`src/rtl/dist3_8_pkg.sv`:
```
// Shared constants, slot state encoding and bit-count helper for the dist3_8 distributor.
package dist3_8_pkg;

    localparam int DEF_WIDTH = 32;
    localparam int SEL_W     = 3;
    localparam int NSLOTS    = 8;
    localparam int OCC_W     = 4;

    typedef enum logic {
        SLOT_EMPTY = 1'b0,
        SLOT_FULL  = 1'b1
    } slot_state_e;

    function automatic logic [OCC_W-1:0] popcount8(input logic [NSLOTS-1:0] v);
        logic [OCC_W-1:0] c;
        c = 4'd0;
        for (int i = 0; i < NSLOTS; i++) begin
            c = c + {{(OCC_W-1){1'b0}}, v[i]};
        end
        return c;
    endfunction

endpackage

```
`src/rtl/dist3_8_slot.sv`:
```
// One distributor slot: holds a word from load until its consumer acks it.
module dist_slot
    import dist3_8_pkg::*;
#(
    parameter int WIDTH = DEF_WIDTH
) (
    input  logic             clk,
    input  logic             reset,
    input  logic             load,
    input  logic             ack,
    input  logic [WIDTH-1:0] din,
    output logic [WIDTH-1:0] dout,
    output logic             valid
);

    slot_state_e      state_r;
    slot_state_e      state_s;
    logic [WIDTH-1:0] data_r;

    // State register
    always_ff @(posedge clk or negedge reset) begin
        if (!reset) begin
            state_r <= SLOT_EMPTY;
        end else begin
            state_r <= state_s;
        end
    end

    // Data register: changes only on load, otherwise holds the last word
    always_ff @(posedge clk or negedge reset) begin
        if (!reset) begin
            data_r <= {WIDTH{1'b0}};
        end else if (load) begin
            data_r <= din;
        end else begin
            data_r <= data_r;
        end
    end

    // Next-state: a load together with an ack keeps the slot full (refill)
    always_comb begin
        state_s = state_r;
        case (state_r)
            SLOT_EMPTY: begin
                if (load) state_s = SLOT_FULL;
                else      state_s = SLOT_EMPTY;
            end
            SLOT_FULL: begin
                if (ack && !load) state_s = SLOT_EMPTY;
                else              state_s = SLOT_FULL;
            end
            default: state_s = SLOT_EMPTY;
        endcase
    end

    // Outputs straight from registers
    always_comb begin
        valid = (state_r == SLOT_FULL);
        dout  = data_r;
    end

endmodule

```
`src/rtl/dist3_8.sv`:
```
// Registered 1-to-8 distributor. Define DIST3_8_OVERWRITE_EN to let writes to a
// full slot overwrite it (in_ready constant 1, sticky overflow flag).
module dist3_8
    import dist3_8_pkg::*;
#(
    parameter int WIDTH = DEF_WIDTH
) (
    input  logic               clk,
    input  logic               reset,
    input  logic               in_valid,
    input  logic [SEL_W-1:0]   selector,
    input  logic [WIDTH-1:0]   data_in,
    output logic               in_ready,
    input  logic [NSLOTS-1:0]  ack,
    output logic [NSLOTS-1:0]  slot_valid,
    output logic [WIDTH-1:0]   data_out_0,
    output logic [WIDTH-1:0]   data_out_1,
    output logic [WIDTH-1:0]   data_out_2,
    output logic [WIDTH-1:0]   data_out_3,
    output logic [WIDTH-1:0]   data_out_4,
    output logic [WIDTH-1:0]   data_out_5,
    output logic [WIDTH-1:0]   data_out_6,
    output logic [WIDTH-1:0]   data_out_7,
    output logic [OCC_W-1:0]   occupancy,
    output logic               overflow
);

    logic [NSLOTS-1:0] load_s;
    logic [NSLOTS-1:0] next_valid_s;
    logic [WIDTH-1:0]  dout_s [NSLOTS];
    logic [OCC_W-1:0]  occupancy_r;

`ifdef DIST3_8_OVERWRITE_EN
    assign in_ready = 1'b1;
`else
    assign in_ready = !slot_valid[selector] || ack[selector];
`endif

    // Load decode and predicted next slot_valid so occupancy updates on the same edge
    always_comb begin
        load_s       = {NSLOTS{1'b0}};
        next_valid_s = {NSLOTS{1'b0}};
        for (int k = 0; k < NSLOTS; k++) begin
            load_s[k]       = in_valid && in_ready && (selector == SEL_W'(k));
            next_valid_s[k] = load_s[k] || (slot_valid[k] && !ack[k]);
        end
    end

    for (genvar k = 0; k < NSLOTS; k++) begin : g_slot
        dist_slot #(.WIDTH(WIDTH)) u_slot (
            .clk   (clk),
            .reset (reset),
            .load  (load_s[k]),
            .ack   (ack[k]),
            .din   (data_in),
            .dout  (dout_s[k]),
            .valid (slot_valid[k])
        );
    end

    // Occupancy register
    always_ff @(posedge clk or negedge reset) begin
        if (!reset) begin
            occupancy_r <= 4'd0;
        end else begin
            occupancy_r <= popcount8(next_valid_s);
        end
    end

`ifdef DIST3_8_OVERWRITE_EN
    logic overflow_r;

    // Sticky overflow: a load into a full slot that is not being acked
    always_ff @(posedge clk or negedge reset) begin
        if (!reset) begin
            overflow_r <= 1'b0;
        end else begin
            overflow_r <= overflow_r || (|(load_s & slot_valid & ~ack));
        end
    end

    assign overflow = overflow_r;
`else
    assign overflow = 1'b0;
`endif

    assign occupancy  = occupancy_r;
    assign data_out_0 = dout_s[0];
    assign data_out_1 = dout_s[1];
    assign data_out_2 = dout_s[2];
    assign data_out_3 = dout_s[3];
    assign data_out_4 = dout_s[4];
    assign data_out_5 = dout_s[5];
    assign data_out_6 = dout_s[6];
    assign data_out_7 = dout_s[7];

endmodule

```
`config.mk`:
```
export PLATFORM = sky130hd
export DESIGN_NAME = dist3_8
export DESIGN_NICKNAME = d
export VERILOG_FILES = /design/src/rtl/dist3_8_pkg.sv /design/src/rtl/dist3_8_slot.sv /design/src/rtl/dist3_8.sv
export SDC_FILE = /design/constraint.sdc
export NUM_CORES = 1
export LEC_CHECK = 0
export CAP_MARGIN = 0
export CORE_AREA = 2 2 157 159
export DETAILED_ROUTE_END_ITERATION = 16
export DIE_AREA = 0 0 159 161
export PLACE_DENSITY = 0.79
export SETUP_SLACK_MARGIN = 0.5
export SLEW_MARGIN = 20
export SYNTH_ARGS = -nofsm -noshare
export SYNTH_HDL_FRONTEND = slang
export SYNTH_HIERARCHICAL = 1
export SYNTH_SLANG_ARGS = --single-unit
```
`constraint.sdc`:
```
create_clock -name clk -period 3.5 [get_ports clk]
set_clock_uncertainty 0.1 [all_clocks]
set_input_delay 0.35 -clock clk [delete_from_list [all_inputs] [get_ports clk]]
set_output_delay 0.35 -clock clk [all_outputs]
set_load 0.01 [all_outputs]
```
# Yosys cells after proc, flatten, opt, wreduce, memory -nomap -nowiden
# Index checks and enable logic that the tools add are counted.
[word_totals]
reg_bits = 268
inputBits = 46
word_cells = 120
[classes]
n_addsub = 7
n_lt_le_gt_ge = 1
eq_ne = 7
muxes = 28
n_bitwise = 8
reduce_logical = 52
[ops]
columns = ["op", "count"]
rows = [
  ["$logic_and 1x1->1", 25],
  ["$mux 1", 18],
  ["$logic_not 1->1", 17],
  ["$add 4x1->4", 4],
  ["$pmux 1 s2", 8],
  ["$eq 3x3->1 const B", 4],
  ["$logic_or 1x1->1", 9],
  ["$not 1->1", 8],
  ["$bmux 1 s3", 2],
  ["$eq 3x2->1 const B", 2],
  ["$add 3x1->4", 1],
  ["$lt 3x4->1 const B", 1],
  ["$add 2x1->3", 1],
  ["$eq 3x1->1 const B", 1],
  ["$logic_not 3->1", 1],
  ["$add 1x1->2", 1],
]

# Logic depth before layout (Yosys ltp)
[depth]
ltp_word = 14
mapped_depth = 13

# Modules after synthesis
# Netlist, hierarchy kept.
[modules_own_cells]
columns = ["mod", "n_inst", "cells_per_inst", "area_each_um2", "seq_area_each_um2"]
rows = [
  ["dist_slot", 8, 71, 1377.6, 825.8],
  ["dist3_8", 1, 65, 541.8, 100.1],
]

# Worst setup path after synthesis
# No wires, ideal clock.
[synth_path]
path_type = "input to register"
startpoint = "input port selector[0]"
endpoint = "register occupancy_r[2], in the netlist occupancy[2]"
arrival_time_ns = 3.273
setup_slack_ns = 0.005
stages = 13
cell_sequence = "buf_6 > nand2b_4 > buf_6 > o32ai_1 > fa_1 > fa_1 > inv_1 > fa_1 > inv_1 > ha_1 > inv_1 > fa_1 > xnor2_1"
[synth_via]
elab_chain_len = 14
word_cells_on_any_way = 38
cone_classes = "add/sub: 7; eq/ne: 7; mux: 4; reduce/logical: 20"
[synth_rtl]
columns = ["element", "line_no", "source"]
rows = [
  ["start, declared", "dist3_8.sv:11", "input logic [SEL_W-1:0] selector,"],
  ["$bmux 1 s3", "dist3_8.sv:36", "assign in_ready = !slot_valid[selector] || ack[selector];"],
  ["$mux 1 (implied by the code)", "dist3_8.sv:36", ""],
  ["$logic_not 1->1", "dist3_8.sv:36", ""],
  ["$logic_or 1x1->1", "dist3_8.sv:36", ""],
  ["$logic_and 1x1->1 (2 in a row)", "dist3_8.sv:44", "load_s[k] = in_valid && in_ready && (selector == SEL_W'(k));"],
  ["$logic_or 1x1->1", "dist3_8.sv:45", "next_valid_s[k] = load_s[k] || (slot_valid[k] && !ack[k]);"],
  ["$add 1x1->2", "dist3_8_pkg.sv:18", "c = c + {{(OCC_W-1){1'b0}}, v[i]};"],
  ["$add 2x1->3", "dist3_8_pkg.sv:18", ""],
  ["$add 3x1->4", "dist3_8_pkg.sv:18", ""],
  ["$add 4x1->4 (3 in a row)", "dist3_8_pkg.sv:18", ""],
  ["$add 4x1->4 *", "dist3_8_pkg.sv:18", ""],
  ["end signal, assigned", "dist3_8.sv:66", "occupancy_r <= popcount8(next_valid_s);"],
  ["end, declared", "dist3_8.sv:31", "logic [OCC_W-1:0] occupancy_r;"],
]
# Every way passes the cells marked *; elsewhere a longest branch is shown, timed or not. The select of a mux whose other input is x is not followed.
# A chain may end at the register's enable or synchronous reset.

# Worst setup path in the final report
[layout_path]
startpoint = "register g_slot[3].u_slot.state_r"
endpoint = "register occupancy_r[1], in the netlist occupancy[1]"
[layout_via]
elab_chain_len = 14
word_cells_on_any_way = 29
cone_classes = "add/sub: 7; mux: 2; reduce/logical: 20"
[layout_rtl]
columns = ["element", "line_no", "source"]
rows = [
  ["start, declared", "dist3_8_slot.sv:16", "slot_state_e state_r;"],
  ["start signal, assigned", "dist3_8_slot.sv:25", "state_r <= state_s;"],
  ["$bmux 1 s3", "dist3_8.sv:36", ""],
  ["$mux 1 (implied by the code)", "dist3_8.sv:36", ""],
  ["$logic_not 1->1", "dist3_8.sv:36", ""],
  ["$logic_or 1x1->1", "dist3_8.sv:36", ""],
  ["$logic_and 1x1->1 (2 in a row)", "dist3_8.sv:44", ""],
  ["$logic_or 1x1->1", "dist3_8.sv:45", ""],
  ["$add 1x1->2", "dist3_8_pkg.sv:18", ""],
  ["$add 2x1->3", "dist3_8_pkg.sv:18", ""],
  ["$add 3x1->4", "dist3_8_pkg.sv:18", ""],
  ["$add 4x1->4 (3 in a row)", "dist3_8_pkg.sv:18", ""],
  ["$add 4x1->4 *", "dist3_8_pkg.sv:18", ""],
]
# Marks and branches as above.

==> impl_metrics.csv <==
group,metric,value,unit
power,intPower,7.73,mW
timing,fmax,332,MHz
clocking,clk_pin_slew_worst_paths,0.06,ns
place,place_area,0.0149,mm^2
power,pwr-share-seq,40.5,%
worst_setup_path,start_kind,"flop",
floorplan,initial_core_util,48.3,%
power,powerDensity,658,mW/mm^2
worst_setup_path,critPathKind,"flop to flop",
status,status,"finished clean",
logic_synthesis,ys_seq_area_share,58.0,%
cells_and_area,multi_input_area,0.00429,mm^2
logic_synthesis,synthTopCellsByArea,"dfrtp_1 (58%), mux2_4 (30%), buf_12 (4.2%), mux2_2 (2.3%), buf_6 (0.97%)",
floorplan,die_y,161,um
worst_setup_path,regToRegEndpoint,"occupancy[1]$_DFF_PN0_",
clocking,numCtsBuffers,28,
power,p_switching,2.71,mW
floorplan,dieWidth,159,um
routing,top_layer,"met4",
worst_setup_path,arrival,3.34,ns
routing,drcViolationCount,0,
floorplan,die-area,0.0256,mm^2
routing,wl_met2,13400,um
timing,fin_crit,3.01,ns
timing,final_hold_viol_count,0,
worst_setup_path,endpoint_kind,"flop",
power,swShare,26.0,%
power,power_frac_comb,31.0,%
routing,drt-met1-wl,12100,um
power,vdd_drop_max,359,uV
clocking,cts_sinks,268,
cells_and_area,regArea,0.00671,mm^2
routing,wirelength,28300,um
power,p_leak,7.10,nW
grt,grt_max_degree,82,
cells_and_area,drive_gt1_share,35.4,%
routing,wl_per_cell,21.4,um
place,place_ws,-0.315,ns
cells_and_area,fin_area,0.0159,mm^2
routing,dr.pass1.iters,4,
logic_synthesis,synth_seq_cells,268,
timing,worstMarginPinSlew,0.582,ns
grt,grt_pass1_vias,7154,
place,gp_congestion,0.818,
cells_and_area,antenna_cells,0,
job,drv_cap,0,
power,power,10.4,mW
logic_synthesis,synth_largest_area_cell,"dfrtp_1",
routing,vias_per_cell,4.99,
floorplan,core-area,0.0240,mm^2
logic_synthesis,ys_types,28,
worst_setup_path,reg2reg_from,"g_slot[3].u_slot/valid$_DFF_PN0_",
routing,ant_nets,0,
logic_synthesis,yosysTopAreaCellShare,58.0,%
min_path,min_path_type,"input pin to asynchronous set/reset pin",
place,io_buffers,314,
cells_and_area,nNetsFinal,1030,
clocking,clk_latency,0.53,ns
grt,grt-ovfl-total,0,
worst_setup_path,required,3.83,ns
grt,grt_usage,21.9,%
logic_synthesis,synthTopCellsByCount,"dfrtp_1 (268), mux2_4 (232), buf_12 (24), mux2_2 (24), inv_1 (20)",
clocking,clock_path_buffers,3,
grt,grt_antenna_before_repair,0,
clocking,htree_levels,1,
routing,route.vias.total,6596,
timing,holdWs,0.285,ns
logic_synthesis,synth-main-ff-cell,"dfrtp_1",
clocking,cts_tree,"yes",
cells_and_area,stdcell_count,1321,
logic_synthesis,synth.cell_area,0.0116,mm^2
cells_and_area,fillCellCount,1702,
logic_synthesis,synth_edf_count,0,
grt,grt_pass1_wl,44200,um
routing,drt_iter0_drc,278,
logic_synthesis,yosysWarnings,6,
place,dp.final_hpwl,19400,um
place,numPlacedInstances,1266,
power,p_clk_share,28.5,%
timing,setup_viol,0,
timing,relSlewSlack,61.2,%
logic_synthesis,syn_avg_cell_area,18.3,um^2
routing,wl_met3,2210,um
cells_and_area,areaGrowthSynthToFinish,37.3,%
logic_synthesis,synth_most_common_cell,"dfrtp_1",
timing,slew_violations,0,
worst_setup_path,r2r_cells,10,
logic_synthesis,ys_async_sr_fraction,100,%
floorplan,num_rows,57,
timing,fin_ws,0.492,ns
logic_synthesis,syn_nets,686,
worst_setup_path,reg2reg_slack,0.49,ns
timing,fin_crit_sh,85.9,%
timing,rsz0062_at_grt,"yes",
floorplan,io_pins,316,
worst_setup_path,worstPathMaxFanout,2,
clocking,clockRootBuffer,"clkbuf_16",
logic_synthesis,synth_cells,633,
==> cell families after synthesis <==
family / share of synthesized area, %
AND/OR/NAND/NOR: 1.13
XOR/XNOR: 0.0758
flip-flops: 58.0
buffers and inverters: 5.84
multiplexers: 32.5
AO/OA/AOI/OAI: 1.44
adder cells (fa/ha/maj): 1.02
other: 0.0324
==> worst max-delay path, stage by stage (launching register included) <==
cell,delay [ns]
dfrtp_1,0.39
o2bb2ai_2,0.14
fa_1,0.55
fa_1,0.41
inv_1,0.09
fa_2,0.43
inv_2,0.08
ha_4,0.14
inv_2,0.03
fa_2,0.51
inv_1,0.04
==> final cells by class <==
cell class | instances | area share (%)
flip-flops and latches | 268 | 42.2
multi-input cells | 310 | 27.0
repair buffers | 349 | 21.9
clock buffers | 42 | 5.13
well taps | 324 | 2.55
clock inverters | 8 | 0.725
inverters | 20 | 0.473
==> power groups by stage <==
stage	Clock [mW]	Sequential, mW	Combinational, mW
final	2.98	4.23	3.24
after global routing	3.19	4.31	3.39
after CTS	3.05	4.23	3.27
after detailed placement	0	4.25	3.25
after global placement	0	4.24	3.19
after floorplan	0	4.55	1.08
==> metrics by stage <==
| stage | util, % | setup TNS [ns] |
|---|---|---|
| after CTS | 66.2 | 0 |
| after detailed placement | 62.1 | -0.663 |
| after floorplan | - | 0 |
| final | 66.3 | 0 |
| after global routing | 66.3 | 0 |
| after global placement | 62.1 | -0.297 |
==> metal layers <==
metal | vias up | global-route usage [%]
li1 | 2890 | -
met1 | 3428 | 29.3
met2 | 240 | 35.4
met3 | 38 | 6.68
met4 | 0 | 5.54
met5 | - | 0
==> worst max-delay path by stage <==
stage	from	end	slack, ns	cells after the start
4_1_cts	g_slot[0].u_slot/valid$_DFF_PN0_	occupancy[1]$_DFF_PN0_	0.44	11
3_3_place_gp	selector[0]	occupancy[1]$_DFF_PN0_	-0.19	12
3_5_place_dp	selector[0]	occupancy[1]$_DFF_PN0_	-0.32	12
2_1_floorplan	selector[0]	occupancy[1]$_DFF_PN0_	0.17	13
5_1_grt	g_slot[3].u_slot/valid$_DFF_PN0_	occupancy[1]$_DFF_PN0_	0.41	10
6_report	g_slot[3].u_slot/valid$_DFF_PN0_	occupancy[1]$_DFF_PN0_	0.49	10
==> flip-flops by register name (all words and copies together) (netlist names) <==
name and cells:
g_slot.u_slot/valid 8, g_slot.u_slot/dout 256, occupancy 4
==> repair_timing <==
action / 4_1_cts / 5_1_grt
pin swaps: 3 / 2
hold endpoints to repair: 71 / 0
setup buffers: 3 / 1
gates resized for setup: 9 / 0
hold buffers: 1 / 0
setup endpoints to repair: 3 / 2
==> placed cells by master, fill, tap and decap left out, types with 4 or more instances in the layout <==
cell	count
clkinv_2	5
clkbuf_8	4
buf_4	29
nor2_4	6
dfrtp_1	268
mux2_4	232
clkbuf_16	29
a21o_1	8
buf_12	5
inv_1	17
nor2_1	4
clkbuf_1	9
dlygate4sd2_1	4
clkdlybuf4s50_1	309
mux2_2	24
(Power assumes the default switching activity.)
